**src/rtl/secuenciador_contador.sv**
```systemverilog
// Command sequencer for the cascaded mode counter: runs one up/down/down-by-3/load
// command over a valid/ready handshake and reports the final count and wrap status.
module secuenciador_contador #(
    parameter int unsigned W  = 16,
    parameter int unsigned CW = 8
) (
    input  logic          CLK,
    input  logic          RESET,
    input  logic          CMD_VALID,
    output logic          CMD_READY,
    input  logic [1:0]    CMD_OP,
    input  logic [W-1:0]  CMD_DATO,
    input  logic [CW-1:0] CMD_PASOS,
    output logic          ENB,
    output logic [1:0]    MODO,
    output logic [W-1:0]  D,
    input  logic [W-1:0]  Q,
    input  logic          RCO,
    output logic          BUSY,
    output logic          DONE,
    output logic [W-1:0]  RESULTADO,
    output logic          WRAP
);

    typedef enum logic [1:0] {IDLE, LOAD, COUNT, FIN} state_t;

    state_t         state_q, state_d;
    logic [1:0]     op_q, op_d;
    logic [W-1:0]   dato_q, dato_d;
    logic [CW-1:0]  rem_q, rem_d;
    logic           acc_q, acc_d;
    logic           first_q, first_d;
    logic           done_q, done_d;
    logic [W-1:0]   res_q, res_d;
    logic           wrap_q, wrap_d;

    always_comb begin
        state_d = state_q;
        op_d    = op_q;
        dato_d  = dato_q;
        rem_d   = rem_q;
        acc_d   = acc_q;
        first_d = first_q;
        done_d  = 1'b0;
        res_d   = res_q;
        wrap_d  = wrap_q;
        case (state_q)
            IDLE: begin
                if (CMD_VALID) begin
                    op_d    = CMD_OP;
                    dato_d  = CMD_DATO;
                    rem_d   = CMD_PASOS;
                    acc_d   = 1'b0;
                    first_d = 1'b1;
                    if (CMD_OP == 2'b11)
                        state_d = LOAD;
                    else if (CMD_PASOS != '0)
                        state_d = COUNT;
                    else
                        state_d = FIN;
                end
            end
            LOAD: state_d = FIN;
            COUNT: begin
                // RCO seen in the first count cycle reflects the previous command's last update
                if (!first_q)
                    acc_d = acc_q | RCO;
                first_d = 1'b0;
                if (rem_q == CW'(1))
                    state_d = FIN;
                else
                    rem_d = rem_q - CW'(1);
            end
            FIN: begin
                acc_d   = acc_q | RCO;
                res_d   = Q;
                wrap_d  = acc_q | RCO;
                done_d  = 1'b1;
                state_d = IDLE;
            end
            default: state_d = IDLE;
        endcase
    end

    always_ff @(posedge CLK or posedge RESET) begin
        if (RESET) begin
            state_q <= IDLE;
            op_q    <= '0;
            dato_q  <= '0;
            rem_q   <= '0;
            acc_q   <= 1'b0;
            first_q <= 1'b0;
            done_q  <= 1'b0;
            res_q   <= '0;
            wrap_q  <= 1'b0;
        end else begin
            state_q <= state_d;
            op_q    <= op_d;
            dato_q  <= dato_d;
            rem_q   <= rem_d;
            acc_q   <= acc_d;
            first_q <= first_d;
            done_q  <= done_d;
            res_q   <= res_d;
            wrap_q  <= wrap_d;
        end
    end

    always_comb begin
        CMD_READY = (state_q == IDLE);
        BUSY      = !CMD_READY;
        ENB       = (state_q == LOAD) || (state_q == COUNT);
        MODO      = (state_q == COUNT) ? op_q : 2'b11;
        D         = (state_q == LOAD) ? dato_q : '0;
        DONE      = done_q;
        RESULTADO = res_q;
        WRAP      = wrap_q;
    end

endmodule

```
**config.mk**
```make
export PLATFORM = sky130hd
export DESIGN_NAME = secuenciador_contador
export DESIGN_NICKNAME = d
export VERILOG_FILES = /design/src/rtl/secuenciador_contador.sv
export SDC_FILE = /design/constraint.sdc
export NUM_CORES = 1
export LEC_CHECK = 0
export CORE_MARGIN = 3
export CORE_UTILIZATION = 40
export DETAILED_ROUTE_END_ITERATION = 10
export PLACE_DENSITY_LB_ADDON = 0.15
export SYNTH_ARGS = -nofsm -noshare
export SYNTH_HDL_FRONTEND = slang
export SYNTH_SLANG_ARGS = --single-unit
```
**constraint.sdc**
```tcl
create_clock -name CLK -period 2.12 [get_ports CLK]
set_input_delay 0.318 -clock CLK [delete_from_list [all_inputs] [get_ports CLK]]
set_output_delay 0.318 -clock CLK [all_outputs]
set_load 0.1 [all_outputs]
```
* After elaboration in Yosys (flattened, before gate mapping)
Cells that the tools add are included.
Operators by class: $add $sub $neg 1, multiply operators 0, divide/modulo/power cells 0, order comparisons 0, equal/unequal tests 9, shift-type cells 0, mux-type cells 16, bitwise gates (word level) 1, reduce and logical (&&, ||, !) cells 11
Operator list (number):
- two-way mux 16 bit | 1
- two-way mux 8 bit | 2
- one-hot mux 8 bit (2 select lines) | 1
- == test 8 x 1 -> 1 bit (second input constant) | 1
- two-way mux 2 bit | 4
- inequality test 2 bit (second input constant) | 4
- one-hot mux 2 bit (4 select lines) | 1
- nonzero test 8 bit | 1
- subtractor 8 x 1 -> 8 bit (second input constant) | 1
- == test 2 bit (second input constant) | 3
- AND reduction 2 bit | 3
- AND reduction 3 bit | 2
- two-way mux 1 bit | 5
- one-hot mux 1 bit (3 select lines) | 1
- nonzero test 3 bit | 1
- == test 2 x 1 -> 1 bit (second input constant) | 1
- logical NOT 2 bit | 1
- one-hot mux 1 bit (2 select lines) | 1
- nonzero test 2 bit | 1
- logical NOT 1 bit | 1
- logical OR 1 bit | 1
- OR 1 bit | 1
Word-level totals: bits in registers 48, latch bits 0, RAM bits 0, ROM bits 0, bits of input ports 46, output and inout port bits 39, logic and storage cells 47, memories 0

* Depth between registers and ports, before layout
Gate-level depths: netlist of run 1.
depth in word-level cells 5, depth in mapped cells 8, gate-level depth less buffers 6

* Worst setup path before layout of run 1
No wires, ideal clock.
kind reg-to-reg, start point reg state_q[0], end point reg rem_q[0], setup time 76 ps, arrival 2325 ps, required time 2044 ps, path slack -281 ps, cell stages (with the launch flop) 8, path buffers 1, clock period less this slack 2401 ps, cells stage by stage dfrtp_1 inv_1 ha_1 buf_2 mux2i_1 a31o_2 or3_1 o21ai_1
On the way: cells in the longest elaborated chain, start to end 3, elaborated cells between the ends (all ways) 7, those cells by class 3 x eq/ne; 1 x mux; 3 x reduce/logical
RTL lines:
- start: declaration | line 27 | state_t state_q, state_d;
- start signal: assignment | line 97 | state_q <= state_d;
- logical NOT 2 bit (*)
- net CMD_READY | line 10 | output logic CMD_READY,
- inequality test 2 bit (no source line) / nonzero test 2 bit (equally long branches)
- AND reduction 3 bit (no source line)
- end signal: assignment | line 100 | rem_q <= rem_d;
- end: declaration | line 30 | logic [CW-1:0] rem_q, rem_d;
The timed path passes the listed nets; every way through them passes the cells marked *. A chain may end at the register's enable or synchronous reset.

* Worst setup path in the final report of run 1
start point reg state_q[1], end point out D[3]
On the way: cells in the longest elaborated chain, start to end 2
RTL lines:
- == test 2 x 1 -> 1 bit | line 114 | D = (state_q == LOAD) ? dato_q : '0;
- two-way mux 16 bit | line 114
- end: declaration | line 16 | output logic [W-1:0] D,
No other way between the ends.

==> flow_summary.ini, run 1 <==
[detailed_routing]
wire_per_inst_microns = 14.3
wirelength_microns = 4990
first_pass_iters = 4
via_per_inst = 4.97
drc = 0
drt_iter0_markers = 78
via_count = 1730
ant_nets = 0

[setup_path]
timing.rr.start = state_q[0]$_DFFE_PP0P_
crit_start = state_q[1]$_DFFE_PP0P_
r2r-end = rem_q[0]$_DFFE_PP0P_
endpoint = D[3]
worst-setup-path-type = register to primary output
cp-start-kind = register
worstPathMaxFanout = 16
worstRegToRegCells = 6
endpoint_kind = primary output
rrSetupSlack_ns = 0.30
critPathArrivalTime_ns = 1.61
critPathRequiredTime_ns = 1.80

[timing]
fin_setup_tns_ns = 0
max_freq_ghz = 0.520
rsz0062_at_grt = false
holdWs_ns = 0.373
finalSetupViolations = 0
slew_headroom = 0.691
worst_pin_slew_ns = 0.461
clock_skew_ns = 0.00804
post-route-period-util = 0.908
hold_viol = 0
maxSlewViolCount = 0
min_period_ns = 1.92

[floorplanning]
pin_count = 85
dieArea_sq_um = 6640
start_util = 0.430
die_w_microns = 81.5
rows = 26
die_h_microns = 81.5
core_sq_um = 5300

[placement]
io_buffers = 84
dp_hpwl_microns = 3670
place_area_sq_um = 3380
place_congestion = 0.821

[logic_synthesis]
synthSimpleGateAreaFrac = 0.123
syn_area_per_cell_sq_um = 12.0
ys_types = 35
synth-edff-count = 0
synthCells = 190
ys_top_cells_by_area = dfrtp_1, mux2_2, and2_1
yosysWarnings = 0
yosysMostFrequentCell = dfrtp_1
ys.flop_type = dfrtp_1
synth_top_area_frac = 0.527
synth_compound_area_frac = 0.0922
synthXorXnorAreaFrac = 0
synthArstFlopShare = 1.00
yosysSeqAreaShare = 0.527
synth_seq_cells = 48
synth_commonest_cells = dfrtp_1, mux2_2, and2_1
synth_top_area_cell = dfrtp_1
syn-cell-area_sq_um = 2280
synthAdderAreaFrac = 0.0384
synthMuxAreaShare = 0.186
syn_nets = 243
synth_top_family_by_area = multiplexers

[grt]
grt_pass1_vias = 1710
grtUsageMet1 = 0.191
grt-ovfl-total = 0
use_met3 = 0.0658
grt_first_pass_wirelength_microns = 8000
grt_antenna_before_repair = 0
grt_usage = 0.159
grt_max_degree = 49
grt-busiest-layer = met2
globalRouteMet2Util = 0.265

[run]
cap_violations = 0

[cells_and_area]
final_area_sq_um = 3510
drive_gt1_frac = 0.360
fin_nets = 330
diodes = 0
fin_util = 0.661
area_delta_synth_final_pct = 53.8

[clock_tree]
cts_tree = done
postCtsSetupRepairBufs = 0
cts_root_buf = clkbuf_8
clock_latency_ns = 0.30
cts_sinks = 48
h-tree-depth = 2
clk_pin_slew_ns = 0.09
ctsHoldBuffers = 0
cts_max_path_buffers = 2
numCtsBuffers = 5

[min_path]
hold_path.class = input port to async pin

[status]
run_status = completed
## per-stage QoR
step                setup WS, ns  std cells
floorplan                 0.0424        190
global placement           0.357        340
detailed placement         0.317        340
CTS                      0.00402        348
global route              0.0737        348
finish                     0.195        348
## flip-flops by register name, summed over array words and instances, names as in the netlist, 2 cells and up
signal / count
dato_q: 16
rem_q: 8
RESULTADO: 16
state_q: 2
op_q: 2
## worst min path at each step
stage                                        end  slack (ns)  depth (start not counted)
after floorplan            dato_q[0]$_DFFE_PP0P_        0.47                          1
after global placement     dato_q[6]$_DFFE_PP0P_        0.48                          1
after detailed placement  dato_q[12]$_DFFE_PP0P_        0.48                          1
after CTS                 dato_q[10]$_DFFE_PP0P_        0.39                          3
after global routing      dato_q[10]$_DFFE_PP0P_        0.39                          3
final                     dato_q[10]$_DFFE_PP0P_        0.37                          3
## cell type report
type / instances / area (sq um)
Fill cell: 416 / 1800
Clock inverter: 1 / 30.0
Inverter: 8 / 30.0
Tap cell: 70 / 87.6
Sequential cell: 48 / 1200
Clock buffer: 7 / 96.3
Timing Repair Buffer: 89 / 1060
Multi-Input combinational cell: 125 / 1010
## layout by cell type (no fill, tap or decap), drive strengths merged, types with 7 or more instances in the layout
| cell type | count |
|---|---|
| clkbuf | 7 |
| dfrtp | 48 |
| buf | 44 |
| o21ai | 7 |
| a21oi | 13 |
| inv | 8 |
| clkdlybuf4s50 | 45 |
| mux2 | 36 |
| nor2 | 14 |
| and2 | 16 |
| ha | 7 |
## metal layers
layer	part of all wire	vias up
met5	0	-
met4	0.011	0
met3	0.096	5
met2	0.49	60
met1	0.41	829
li1	-	836
## critical path, stage by stage (launching register included)
cell and delay, ns:
dfrtp_1 0.43, inv_1 0.12, ha_2 0.35, and2_1 0.23
buf_12 0.19
## timing repair
| action | in CTS | in global routing |
|---|---|---|
| gates resized for setup | 0 | 1 |
| endpoints found under the hold margin | 0 | 0 |
| endpoints found under the setup margin | 0 | 16 |
## cells by family after synthesis
kind of cell	Yosys count
buffers and inverters	17
AO/OA/AOI/OAI	33
AND/OR/NAND/NOR	48
adder cells (fa/ha/maj)	7
flip-flops	48
multiplexers	37
Power of run 1 is left out: the tool's default activity adds up to more than one toggle a clock period on the data nets, which glitch-free logic cannot reach.
==> run 2: changes to the inputs <==
--- a/config.mk
+++ b/config.mk
@@ -5,6 +5,7 @@
 export SDC_FILE = /design/constraint.sdc
 export NUM_CORES = 1
 export LEC_CHECK = 0
+export ABC_AREA = 1
 export CORE_MARGIN = 3
 export CORE_UTILIZATION = 40
 export DETAILED_ROUTE_END_ITERATION = 10
==> run 2 against run 1 <==
Compared with the run above: hold slack lost 0.0084 ns; largest cell class unchanged; fmax shrank 2.5%; clock skew is essentially flat; final cell count grew 36%; register-to-register slack gained 0.16 ns; global-route usage grew 2.1 points.
==> flow_summary.ini, run 2 <==
[status]
run_status = completed

[detailed_routing]
wirelength_microns = 5710
wire_per_inst_microns = 12.0
drt_iter0_markers = 72
ant_nets = 0
via_per_inst = 4.60
drc = 0
first_pass_iters = 4
via_count = 2183

[cells_and_area]
layout_common_cells = nand2_1, dfrtp_1, clkdlybuf4s50_1
layout_commonest_cell = nand2_1
area_delta_synth_final_pct = 50.6
multi_input_area_sq_um = 968
diodes = 0
fin_nets = 456
fillCellCount = 490
final-seq-area_sq_um = 1200
drive_gt1_frac = 0.146
final_cells = 475

[logic_synthesis]
syn-cell-area_sq_um = 2360
synth-edff-count = 0
synth_top_area_cell = dfrtp_1
ys_types = 19
synth_seq_cells = 48
ys_top_cells_by_area = dfrtp_1, nand2_1, inv_1
synth_commonest_cells = nand2_1, dfrtp_1, inv_1
syn_area_per_cell_sq_um = 7.41
yosysSeqAreaShare = 0.510
syn_nets = 371
synthCells = 318
synthArstFlopShare = 1.00
yosysWarnings = 0
yosysMostFrequentCell = nand2_1
ys.flop_type = dfrtp_1
synth_top_area_frac = 0.510

[setup_path]
cpMaxStageDelayCell = dfrtp_1
rrSetupSlack_ns = 0.46
path_cells = inv_1, ha_1, inv_2, or2_2, buf_12
endpoint_kind = primary output
critPathTopFamily = flip-flops
endpoint = MODO[0]
critPathMaxStageDelay_ns = 0.43
crit_start = state_q[0]$_DFFE_PP0P_
worst-path-buf-inv = 3
critPathRequiredTime_ns = 1.80
r2r-end = first_q$_DFFE_PP0P_
cp-start-kind = register
worstPathMaxFanout = 11
cp.depth = 5
worst-setup-path-type = register to primary output
critPathArrivalTime_ns = 1.66
timing.rr.start = state_q[0]$_DFFE_PP0P_
worstRegToRegCells = 6

[grt]
grt-ovfl-total = 0
grt_usage = 0.180
grt-busiest-layer = met2
grtUsageMet1 = 0.219
grt_pass1_vias = 2175
globalRouteMet2Util = 0.304
grt_first_pass_wirelength_microns = 9380
grt_max_degree = 28
grt_antenna_before_repair = 0
use_met3 = 0.0499

[timing]
post-route-period-util = 0.931
slew_headroom = 0.675
fin_ws_ns = 0.146
maxSlewViolCount = 0
hold_viol = 0
rsz0062_at_grt = false
finalSetupViolations = 0
fin_setup_tns_ns = 0
clock_skew_ns = 0.00766
max_freq_ghz = 0.507
min_period_ns = 1.97
worst_pin_slew_ns = 0.485

[floorplanning]
rows = 27
die_w_microns = 82.7
die_h_microns = 82.7
start_util = 0.420
dieArea_sq_um = 6850
pin_count = 85
core_sq_um = 5610

[power_and_ir_drop]
pwr-share-seq = 0.594
power_density_nw_per_um2 = 434
switching_share = 0.210
power_uw = 1540
p_int_uw = 1220
p_sw_uw = 323
leakagePower_uw = 0.00187
pwr-share-clk = 0.333
max-vdd-ir-drop_mv = 0.336
combinationalPowerShare = 0.073

[placement]
pre_cts_ws_ns = 0.381
io_buffers = 84
dp.cells = 468
place_congestion = 0.826
dp_hpwl_microns = 4330

[clock_tree]
clk_pin_slew_ns = 0.09
numCtsBuffers = 5
cts_max_path_buffers = 2
cts_tree = done
clock_latency_ns = 0.29
ctsHoldBuffers = 0
cts_root_buf = clkbuf_8
h-tree-depth = 2
postCtsSetupRepairBufs = 0
cts_sinks = 48
cts_resized = 0

[run]
cap_violations = 0

[min_path]
hold_path.class = input port to async pin
==> run 2: changes by cell type after synthesis, moves of 3 or more <==
cell / delta
a21oi_1: -10
a31oi_1: -3
and2_1: -16
clkbuf_1: +5
inv_1: +29
mux2_2: -34
nand2_1: +162
nand3_1: +11
nor2_1: -3
nor4_1: -3
o21ai_0: +8
o22a_1: -3
o22ai_1: +3
==> run 2: logic make-up after synthesis <==
group / synth area share
fa+ha+maj: 0.0372
compound gates: 0.0420
flops: 0.510
mux: 0.00425
xor+xnor: 0.00372
simple gates: 0.319
buf+inv: 0.0844
==> run 2: cell type report <==
class,instances,area share
Tap cell,72,0.0254
Timing Repair Buffer,89,0.298
Multi-Input combinational cell,220,0.273
Clock buffer,5,0.0194
Sequential cell,48,0.339
Inverter,39,0.0423
Clock inverter,2,0.00353
==> run 2: worst min path at each step <==
stage | startpoint | cells past startpoint | endpoint | slack [ns]
floorplan | CMD_DATO[0] | 2 | dato_q[0]$_DFFE_PP0P_ | 0.43
global placement | RESULTADO[12]$_DFFE_PP0P_ | 2 | RESULTADO[12]$_DFFE_PP0P_ | 0.46
CTS | RESET | 2 | dato_q[3]$_DFFE_PP0P_ | 0.38
detailed placement | RESULTADO[9]$_DFFE_PP0P_ | 2 | RESULTADO[9]$_DFFE_PP0P_ | 0.46
global route | RESET | 2 | dato_q[13]$_DFFE_PP0P_ | 0.42
finish | RESET | 2 | RESULTADO[4]$_DFFE_PP0P_ | 0.36
==> run 2: power by group through the flow <==
stage / Combinational, uW / Sequential (uW) / Clock (uW)
3_3_place_gp: 113 / 933 / 0
3_5_place_dp: 114 / 933 / 0
6_report: 112 / 915 / 512
2_1_floorplan: 17.5 / 933 / 0
4_1_cts: 114 / 915 / 528
5_1_grt: 122 / 915 / 567
==> run 2: metal layers <==
metal | routed length (microns) | share of wire
met1 | 2460 | 0.43
met2 | 2720 | 0.48
met3 | 439 | 0.077
met4 | 89 | 0.016
met5 | 0 | 0
==> run 2: stage by stage <==
stage                     area (sq um)  hold slack [ns]   util
after floorplan                   2370            0.428      -
after global placement            3470            0.457  0.618
after detailed placement          3470            0.464  0.618
after CTS                         3550            0.380  0.633
after global routing              3550            0.416  0.633
final                             3550            0.365  0.633
Power figures use the tool's default switching activity.
==> run 3: changes to the inputs <==
--- a/config.mk
+++ b/config.mk
@@ -7,7 +7,7 @@
 export LEC_CHECK = 0
 export ABC_AREA = 1
 export CORE_MARGIN = 3
-export CORE_UTILIZATION = 40
+export CORE_UTILIZATION = 45
 export DETAILED_ROUTE_END_ITERATION = 10
 export PLACE_DENSITY_LB_ADDON = 0.15
 export SYNTH_ARGS = -nofsm -noshare
==> run 3 against run 2 <==
Compared with the run above: global-route usage grew 1.7 points; fmax shrank 0.64%; critical endpoint is now MODO[1]; via count grew 2.4%; combinational power is essentially flat; clock-buffer cell count grew 1; non-clock buffer count grew 1; clock skew grew 0.0026 ns; critical path type unchanged; first-iteration DRC count grew 29%; clock power grew 37%; largest power group unchanged.
==> flow_summary.ini, run 3 (same netlist as run 2, synthesis figures left out) <==
[setup_path]
critPathArrivalTime_ns = 1.67
endpoint_kind = primary output
critPathRequiredTime_ns = 1.80
worst-setup-path-type = register to primary output
cp-start-kind = register
worstPathMaxFanout = 11

[placement]
dp_hpwl_microns = 4280
io_buffers = 84
dp.cells = 464
pre_cts_ws_ns = 0.388
place_congestion = 0.877

[clock_tree]
postCtsSetupRepairBufs = 0
numCtsBuffers = 5
ctsHoldBuffers = 0
cts_root_buf = clkbuf_8
cts_max_path_buffers = 2
h-tree-depth = 2
cts_sinks = 48
cts_tree = done
clock_latency_ns = 0.30
clk_pin_slew_ns = 0.10

[cells_and_area]
layout_commonest_cell = nand2_1
fin_util = 0.735
final_cells = 472
layout_common_cells = nand2_1, dfrtp_1, clkdlybuf4s50_1
fin_nets = 457
fillCellCount = 367
area_delta_synth_final_pct = 52.3
drive_gt1_frac = 0.151
diodes = 0

[grt]
grt_first_pass_wirelength_microns = 9670
grt_max_degree = 49
grt-ovfl-total = 0
grt_pass1_vias = 2177
grt_antenna_before_repair = 0
grt_usage = 0.197

[status]
run_status = completed

[timing]
worst_pin_slew_ns = 0.437
rsz0062_at_grt = false
maxSlewViolCount = 0
finalSetupViolations = 0
clock_skew_ns = 0.0102
hold_viol = 0
post-route-period-util = 0.937
min_period_ns = 1.99
max_freq_ghz = 0.503
slew_headroom = 0.707
fin_ws_ns = 0.134

[power_and_ir_drop]
max-vdd-ir-drop_mv = 0.284
leakagePower_uw = 0.00189
power_density_nw_per_um2 = 481

[floorplanning]
dieArea_sq_um = 6140
core_sq_um = 4880
rows = 25
start_util = 0.483
pin_count = 85
die_w_microns = 78.4
die_h_microns = 78.4

[detailed_routing]
via_per_inst = 4.74
wirelength_microns = 5780
ant_nets = 0
drc = 0
first_pass_iters = 4
via_count = 2235
wire_per_inst_microns = 12.2
drt_iter0_markers = 93

[min_path]
hold_path.class = input port to async pin

[run]
cap_violations = 0
-- run 3: cell types whose count changed in the layout (fill, tap and decap cells not counted) --
| cell | previous run | this run |
|---|---|---|
| buf_4 | 22 | 23 |
| bufinv_16 | 0 | 1 |
| clkbuf_8 | 5 | 6 |
| clkinv_2 | 1 | 0 |
| clkinv_4 | 0 | 1 |
| clkinvlp_4 | 2 | 1 |
-- run 3: worst paths after layout --
| check | from | to | slack [ns] | depth (start not counted) |
|---|---|---|---|---|
| worst max-delay path | state_q[0]$_DFFE_PP0P_ | MODO[1] | 0.13 | 5 |
| worst min-delay path | RESET | RESULTADO[15]$_DFFE_PP0P_ | 0.37 | 3 |
| worst max register to register | state_q[0]$_DFFE_PP0P_ | rem_q[0]$_DFFE_PP0P_ | 0.42 | 8 |
| worst min register to register | RESULTADO[9]$_DFFE_PP0P_ | RESULTADO[9]$_DFFE_PP0P_ | 0.48 | 2 |
| max in group asynchronous | RESET | op_q[1]$_DFFE_PP0P_ | 1.53 | 3 |
| min in group CLK | RESULTADO[9]$_DFFE_PP0P_ | RESULTADO[9]$_DFFE_PP0P_ | 0.48 | 2 |
-- run 3: final cells by class --
type                    instances  area, sq um  share of cell area
clock buffers                   6         82.6              0.0230
inverters                      39          150              0.0418
well taps                      67         83.8              0.0234
multi-input cells             220          968               0.270
flip-flops and latches         48         1200               0.335
repair buffers                 90         1060               0.296
clock inverters                 2         38.8              0.0108
-- run 3: metal layers --
layer / track usage / wire length (microns)
met1: 0.264 / 2550
met2: 0.318 / 2680
met3: 0.0482 / 484
met4: 0.0594 / 64
met5: 0 / 0
-- run 3: stage by stage --
step	hold WS (ns)	power, uW	area (sq um)	TNS, ns
after floorplan	0.428	950	2370	-0.157
after global placement	0.454	1050	3470	0
after detailed placement	0.459	1050	3470	0
after CTS	0.377	1740	3590	0
after global routing	0.404	1780	3590	0
final	0.371	1730	3590	0
-- run 3: repair_timing --
| item | 4_1_cts | 5_1_grt |
|---|---|---|
| hold endpoints to repair | 0 | 0 |
| gates resized for setup | 0 | 1 |
| setup endpoints to repair | 0 | 2 |
-- run 3: power by group --
part           internal (uW)       switching, uW
combinational           77.5                34.4
clock                    386                 313
sequential               915  0.0000000000000719
total                   1380                 348
-- run 3: critical path: stages, from the launching register on --
cell and delay, ns:
dfrtp_1 0.43, inv_1 0.14, ha_1 0.20, inv_2 0.10, or2_2 0.32, buf_12 0.17
==> variant, RTL diff (flow settings as in run 2) <==
Change the parameter `W` from 16 to 18.
--- a/src/rtl/secuenciador_contador.sv
+++ b/src/rtl/secuenciador_contador.sv
@@ -3,3 +3,3 @@
 module secuenciador_contador #(
-    parameter int unsigned W  = 16,
+    parameter int unsigned W  = 18,
     parameter int unsigned CW = 8
Interface: changed (resized CMD_DATO, D, Q and RESULTADO); port bits go from 85 to 93. The function was not compared with the original's and may differ.
==> variant against run 2 <==
Area after synthesis up 10%. Critical path depth is the same. Register-to-register slack worse by 80 ps. Sequential cell count up 4. Setup slack worse by 31 ps. Routed wire length up 10%. Cell area rose by 11%. Critical path type unchanged. Critical endpoint is now MODO[1]. Highest routed layer unchanged.
Power is not shown: default switching activity piles up to over one toggle a cycle in this logic, so the estimate is an artifact.
==> variant: results (changes against run 2) <==
GR Layer Usage met2=0.2837 (-0.02076); Clock Sinks=52 (+8.3%); register area share after synthesis=0.5010 (-0.008861); net count reported at finish=491 (+7.7%); detailed placer's ending HPWL=4718 um (+8.9%); WL/cell=12.34 um (+2.7%); routed wl met3=484 um (+10%); status=finished clean; invs w/o clock=42 (+7.7%); Synth Area in XOR/XNOR=0 (-0.003717); WL met1=2776 um (+13%); nonclk buf count=99 (+11%); register area=1301 sq um (+8.3%); Place WS=383.3 ps (+2.585 ps); met1 GRT Util=0.2301 (+0.01141); die area=7497 sq um (+9.5%); met3 Usage GRT=0.04183 (-0.008066); synth top area cells=dfrtp_1, nand2_1, inv_1, ha_1, nand3_1; Compound-Gate Fraction of Synth Area=0.05684 (+0.01489); mux cell area share after synthesis=0 (-0.004249); Placed Cells=502 (+7.3%); Starting DRT DRC Count=79 (+9.7%); # clk buffers=7 (+2); multi-input gates=234 (+6.4%); Seq area share=0.3299 (-0.008674); Setup Skew=4.458 ps (-3.202 ps); # fillers=533 (+8.8%); clk cell area share=0.02379 (+0.0008667); Post-Layout Cell Count=510 (+7.4%); vias per inst=4.624 (+0.60%); distinct cell type count after synthesis=24 (+5); Worst EP arrival=1690 ps (+30 ps); Max-Slew Margin vs Limit=0.6658 (-0.008963); fraction of layout instances using a drive strength above 1=0.2092 (+0.06279); area of the multi-input gates=1094 sq um (+13%); Post-DP Area=3850 sq um (+11%); GP Congestion=0.9057 (+9.7%); adder-cell share of the synthesized area=0.03372 (-0.003456); GRT Util Overall=0.1787 (-0.001740)
variant: changes by cell type after synthesis, moves of 3 or more:
cell     before  now
nand2_1     165  158
o21ai_2       0    5
dfrtp_1      48   52
nand2_2       0    4
nand3_1      11   15
nor2_1       11   15
inv_1        37   40
variant: final timing paths:
| check | slack (ps) | to | startpoint | cells past startpoint |
|---|---|---|---|---|
| max | 120 | MODO[1] | state_q[0]$_DFFE_PP0P_ | 5 |
| min | 330 | RESULTADO[2]$_DFFE_PP0P_ | RESET | 2 |
| max reg2reg | 380 | rem_q[3]$_DFFE_PP0P_ | state_q[0]$_DFFE_PP0P_ | 9 |
| min reg2reg | 480 | RESULTADO[15]$_DFFE_PP0P_ | RESULTADO[15]$_DFFE_PP0P_ | 2 |
| max in group asynchronous | 1260 | dato_q[8]$_DFFE_PP0P_ | RESET | 3 |
| min in group CLK | 480 | RESULTADO[15]$_DFFE_PP0P_ | RESULTADO[15]$_DFFE_PP0P_ | 2 |
